### config.mk
export PLATFORM = sky130hd
export DESIGN_NAME = mailbox_fifo
export DESIGN_NICKNAME = d
export VERILOG_FILES = /design/src/rtl/mailbox_fifo.sv
export SDC_FILE = /design/constraint.sdc
export NUM_CORES = 1
export LEC_CHECK = 0
export CORE_ASPECT_RATIO = 1.25
export CORE_MARGIN = 2
export CORE_UTILIZATION = 46
export DETAILED_ROUTE_END_ITERATION = 8
export HOLD_SLACK_MARGIN = 0.12
export MAX_ROUTING_LAYER = met4
export PLACE_DENSITY = 0.85
export SLEW_MARGIN = 25
export SYNTH_ARGS = -nofsm -noshare
export SYNTH_HDL_FRONTEND = slang
export SYNTH_SLANG_ARGS = --single-unit
### constraint.sdc
create_clock -name clk -period 2.6 [get_ports clk]
set_input_delay 0.65 -clock clk [delete_from_list [all_inputs] [get_ports clk]]
set_output_delay 0.65 -clock clk [all_outputs]
set_load 0.01 [all_outputs]
### src/rtl/mailbox_fifo.sv
// Buffered one-way byte mailbox: side 1 pushes, side 2 pops, both can read status.
// Optional IRQ2 output (count != 0) when MAILBOX_FIFO_IRQ_EN is defined.
module mailbox_fifo #(
  parameter logic [7:0] DEVADDR1   = 8'h00,
  parameter logic [7:0] DEVADDR2   = 8'h00,
  parameter int         DEPTH_LOG2 = 2
) (
  input  logic       clk,
  input  logic       reset,
  input  logic [7:0] OUTBUS_ADDR1,
  input  logic [7:0] OUTBUS_DATA1,
  input  logic       OUTBUS_WE1,
  input  logic [7:0] INBUS_ADDR1,
  output logic [7:0] INBUS_DATA1,
  input  logic       INBUS_RE1,
  input  logic [7:0] OUTBUS_ADDR2,
  input  logic [7:0] OUTBUS_DATA2,
  input  logic       OUTBUS_WE2,
  input  logic [7:0] INBUS_ADDR2,
  output logic [7:0] INBUS_DATA2,
  input  logic       INBUS_RE2
`ifdef MAILBOX_FIFO_IRQ_EN
  ,
  output logic       IRQ2
`endif
);

  localparam int DEPTH = 1 << DEPTH_LOG2;
  localparam int PW    = DEPTH_LOG2;
  localparam int CW    = DEPTH_LOG2 + 1;
  localparam logic [7:0] DATA1_ADDR = DEVADDR1;
  localparam logic [7:0] STAT1_ADDR = DEVADDR1 + 8'd1;
  localparam logic [7:0] DATA2_ADDR = DEVADDR2;
  localparam logic [7:0] STAT2_ADDR = DEVADDR2 + 8'd1;

  logic [7:0]    mem_q [DEPTH];
  logic [PW-1:0] wr_ptr_q, wr_ptr_d;
  logic [PW-1:0] rd_ptr_q, rd_ptr_d;
  logic [CW-1:0] count_q, count_d;
  logic          ovf_q, ovf_d;
  logic          unf_q, unf_d;
  logic [7:0]    rdata1_q, rdata1_d;
  logic [7:0]    rdata2_q, rdata2_d;

  logic       push_req, pop_req, push_ok, pop_ok;
  logic       full, empty;
  logic       ovf_clr, unf_clr;
  logic [7:0] status;
  logic       unused_data2_bits;

  assign unused_data2_bits = ^{OUTBUS_DATA2[7], OUTBUS_DATA2[5:0]};

  always_comb begin
    push_req = OUTBUS_WE1 && (OUTBUS_ADDR1 == DATA1_ADDR);
    pop_req  = INBUS_RE2 && (INBUS_ADDR2 == DATA2_ADDR);
    empty    = (count_q == '0);
    full     = (count_q == CW'(DEPTH));
    pop_ok   = pop_req && !empty;
    // A pop in the same cycle frees a slot, so a full FIFO still accepts.
    push_ok  = push_req && (!full || pop_ok);
    ovf_clr  = OUTBUS_WE1 && (OUTBUS_ADDR1 == STAT1_ADDR) && OUTBUS_DATA1[7];
    unf_clr  = OUTBUS_WE2 && (OUTBUS_ADDR2 == STAT2_ADDR) && OUTBUS_DATA2[6];
    status   = {ovf_q, unf_q, full, empty, 4'(count_q)};

    wr_ptr_d = push_ok ? wr_ptr_q + PW'(1) : wr_ptr_q;
    rd_ptr_d = pop_ok  ? rd_ptr_q + PW'(1) : rd_ptr_q;
    count_d  = count_q + CW'(push_ok) - CW'(pop_ok);
    ovf_d    = (push_req && !push_ok) || (ovf_q && !ovf_clr);
    unf_d    = (pop_req && empty) || (unf_q && !unf_clr);

    rdata1_d = '0;
    if (INBUS_RE1 && (INBUS_ADDR1 == STAT1_ADDR)) rdata1_d = status;

    rdata2_d = '0;
    if (INBUS_RE2 && (INBUS_ADDR2 == STAT2_ADDR)) rdata2_d = status;
    else if (pop_ok)                               rdata2_d = mem_q[rd_ptr_q];
  end

  always_ff @(posedge clk or posedge reset) begin
    if (reset) begin
      wr_ptr_q <= '0;
      rd_ptr_q <= '0;
      count_q  <= '0;
      ovf_q    <= 1'b0;
      unf_q    <= 1'b0;
      rdata1_q <= '0;
      rdata2_q <= '0;
    end else begin
      wr_ptr_q <= wr_ptr_d;
      rd_ptr_q <= rd_ptr_d;
      count_q  <= count_d;
      ovf_q    <= ovf_d;
      unf_q    <= unf_d;
      rdata1_q <= rdata1_d;
      rdata2_q <= rdata2_d;
    end
  end

  // Storage is deliberately left out of reset.
  always_ff @(posedge clk) begin
    if (push_ok) mem_q[wr_ptr_q] <= OUTBUS_DATA1;
  end

  assign INBUS_DATA1 = rdata1_q;
  assign INBUS_DATA2 = rdata2_q;

`ifdef MAILBOX_FIFO_IRQ_EN
  logic irq_q, irq_d;

  always_comb irq_d = (count_d != '0);

  always_ff @(posedge clk or posedge reset) begin
    if (reset) irq_q <= 1'b0;
    else       irq_q <= irq_d;
  end

  assign IRQ2 = irq_q;
`endif

endmodule

==> results.md <==
- # nets final: 283
- Hold buffers post-CTS: 0
- Cell area power density: 504 nW/um^2
- First-pass GRT wire length: 7450 um
- Cell variety after synth: 38
- LEAKAGE: 1.29 nW
- Cells along the critical path: buf_6, or4b_4, nor3_4, buf_6, nand2_4, inv_2, ha_4, inv_4, ha_4, inv_2, fa_2, xnor2_2, xnor2_1
- Placed Cells: 272
- Full die area: 5640 sq um
- Post-synthesis sequential area ratio: 67.1%
- # rows: 28
- Worst vdd ir: 457 uV
- Setup Viol. Count Final: 1
- Final antenna-violating net count: 0
- Layout cells sized above 1: 28.7%
- Critical Path Start: INBUS_ADDR2[4]
- Clock buffer count from CTS: 5
- Starting Density: 48.5%
- Syn Inst Count: 142
- GPL Wtd Cong: 0.768
- Area leader, netlist: edfxtp_1
- Initial antenna violation count: 0
- Reg2reg setup slack: 370 ps
- Root Driver: clkbuf_8
- Worst slack, placed: -722 ps
- Hold Vio Cnt, Final: 0
- Design Area, Final: 3250 sq um
- Multiplexer area fraction after synthesis: 7.75%
- Slowest cell on crit path: or4b_4
- Final Critical Period: 2620 ps
- RSZ-0062 raised after global routing: yes
- CTS H-tree depth: 2
- Layout overhead on the synthesized area: 39.9%
- Synth cell count leaders: edfxtp_1, dfrtp_1, and2_1
- Worst slew margin: 58.6%
- Area after DPL: 3170 sq um
- Failing checks: negative setup slack
- R2R Path End: count_q[2]$_DFF_PP0_
- Crit path DAT: 2810 ps
- CTS max path bufs: 2
- Ys Warns: 0
- Via Count: 1434
- Crit. End Element: register
- XOR/XNOR share of the synthesized area: 2.21%
- Fin crit share: 101%
- CTS clk-pin slew, worst paths: 100 ps
- I/O pin cnt: 70
- Startpoint types: input pin
- GRT Residual Overflow: 0
- Post-Syn Nets: 203
- Ys flop type: edfxtp_1
- TritonRoute pass-1 iters: 4
- Post-Synth Simple-Gate Area: 11.2%
- Critical Path End: count_q[2]$_DFF_PP0_
- DR WL/cell: 15.5 um
- Synthesized flop and latch total: 56
- Number of inserted diodes: 0
- Worst Skew: 11.1 ps
- Mapped Area: 2330 sq um
- GRT Total Usage: 18.2%
- WP data required: 2790 ps
- CP Max Fanout: 3
- Largest family of logic cells by synthesized area: simple AND/OR/NAND/NOR gates
- Vias per cell: 5.07
- Worst Reg-to-Reg Cells: 11
- Post-detail-place hpwl: 3400 um
- Port Buffers: 61
- CP max stage delay: 550 ps
- DIE HEIGHT: 83.5 um
- Clk_lat worst skew: 300 ps
- Outcome: finished, violations left
- DRC: 0
- DRT iter0 DRCs: 80
- EDFF count, synth: 32
- Largest net degree at the start of global routing: 25
- CTS tree: done
- Post-Synth Adder-Cell Area: 4.09%
- Setup ws final: -24.9 ps
- R2R Path Start: count_q[1]$_DFF_PP0_
- Achievable frequency: 381 MHz
- Hold path depth: 1
- Max Cap Violations: 0
- Fin. max-slew vios: 0
- Horiz. Die Dim: 67.6 um
- WL final: 4390 um
- Filler Cell Count: 338
- Ys async rst share: 42.9%
- Kind of critical path: input pin to register
- Most common cell in the netlist: edfxtp_1
- Worst hold-check path type: register to register
- Top cell type's share of synthesized area: 41.3%
- Core ar.: 4800 sq um
- Slew @ Worst Pin: 621 ps
- Clock Sinks: 56
- Vias in the first global route: 1580
- Fin cells: 283
- Top cells by area, synth: edfxtp_1, dfrtp_1, mux4_2
- Compound-Gate Fraction of Synth Area: 4.52%
- Design Power: 1.64 mW
- Synth Area per Inst: 16.4 sq um
[layer usage]
metal,vias to the layer above,GRT usage [%],part of all wire [%]
li1,680,-,-
met2,39,31.9,57
met5,-,-,0
met1,709,20.3,37
met4,0,6.12,1.3
met3,6,3.10,4.2
[how the worst min path moves through the flow]
| stage | startpoint | to | slack [ps] |
|---|---|---|---|
| global placement | ovf_q$_DFF_PP0_ | INBUS_DATA1[7]$_DFF_PP0_ | 480 |
| global route | ovf_q$_DFF_PP0_ | INBUS_DATA1[7]$_DFF_PP0_ | 520 |
| floorplan | ovf_q$_DFF_PP0_ | INBUS_DATA1[7]$_DFF_PP0_ | 450 |
| detailed placement | ovf_q$_DFF_PP0_ | INBUS_DATA1[7]$_DFF_PP0_ | 480 |
| CTS | ovf_q$_DFF_PP0_ | INBUS_DATA1[7]$_DFF_PP0_ | 500 |
| finish | ovf_q$_DFF_PP0_ | INBUS_DATA1[7]$_DFF_PP0_ | 500 |
[worst max-delay path: cells and delay by family]
family	cells	cell delay [ps]
simple gates	3	840
xor+xnor	2	290
buf+inv	5	370
fa+ha+maj	3	650
[power by group]
part	total [mW]	internal [mW]	switching (mW)
combinational	0.193	0.102	0.0909
clock	0.467	0.193	0.274
sequential	0.980	0.955	0.0247
total	1.64	1.25	0.390
[stage by stage]
step	hold WS (ps)	setup TNS (ps)	util (%)
after floorplan	454	-435	-
after detailed placement	480	-6770	66.0
after global routing	519	-85.7	67.8
final	501	-24.9	67.8
after global placement	482	-5840	66.0
after CTS	503	-30.2	67.4
[layout by cell type (no fill, tap or decap), drive strengths merged, types with 2 or more instances in the layout]
cell / synthesis / layout
nor4: 2 / 2
and2: 11 / 11
o21ai: 3 / 3
buf: 5 / 27
dfrtp: 24 / 24
clkdlybuf4s50: 0 / 45
nor4b: 2 / 2
nor3: 3 / 3
mux4: 8 / 8
clkbuf: 0 / 5
or4b: 2 / 2
clkdlybuf4s15: 0 / 5
a32o: 4 / 4
edfxtp: 32 / 32
inv: 9 / 10
nand3: 4 / 4
xnor2: 5 / 5
nand2: 4 / 4
nor2: 4 / 4
ha: 6 / 6
or4: 2 / 2
[registers in the layout, indices dropped and copies added, names as in the netlist]
name         count
mem_q           32
INBUS_DATA2      8
INBUS_DATA1      7
count_q          3
rd_ptr_q         2
wr_ptr_q         2
ovf_q            1
unf_q            1
[timing repair]
action,in CTS,in global routing
buffers inserted,2,1
endpoints found under the setup margin,2,1
pin swaps,11,1
gates resized for setup,45,2
[layout make-up]
cell class              instances  area, sq um  share of cell area (%)
repair buffers                 78          741                    22.8
clock buffers                   5         68.8                    2.12
clock inverters                 3         22.5                   0.692
inverters                       9         36.3                    1.12
multi-input cells              72          748                    23.0
well taps                      60         75.1                    2.31
flip-flops and latches         56         1560                    48.0
[logic make-up (layout without fill, tap and decap cells)]
logic type | Yosys count | count (layout)
flip-flops | 56 | 56
multiplexers | 8 | 8
AND/OR/NAND/NOR | 39 | 39
adder cells (fa/ha/maj) | 7 | 7
buffers and inverters | 14 | 95
XOR/XNOR | 5 | 5
other | 1 | 1
AO/OA/AOI/OAI | 12 | 12
(Power assumes the default switching activity.)
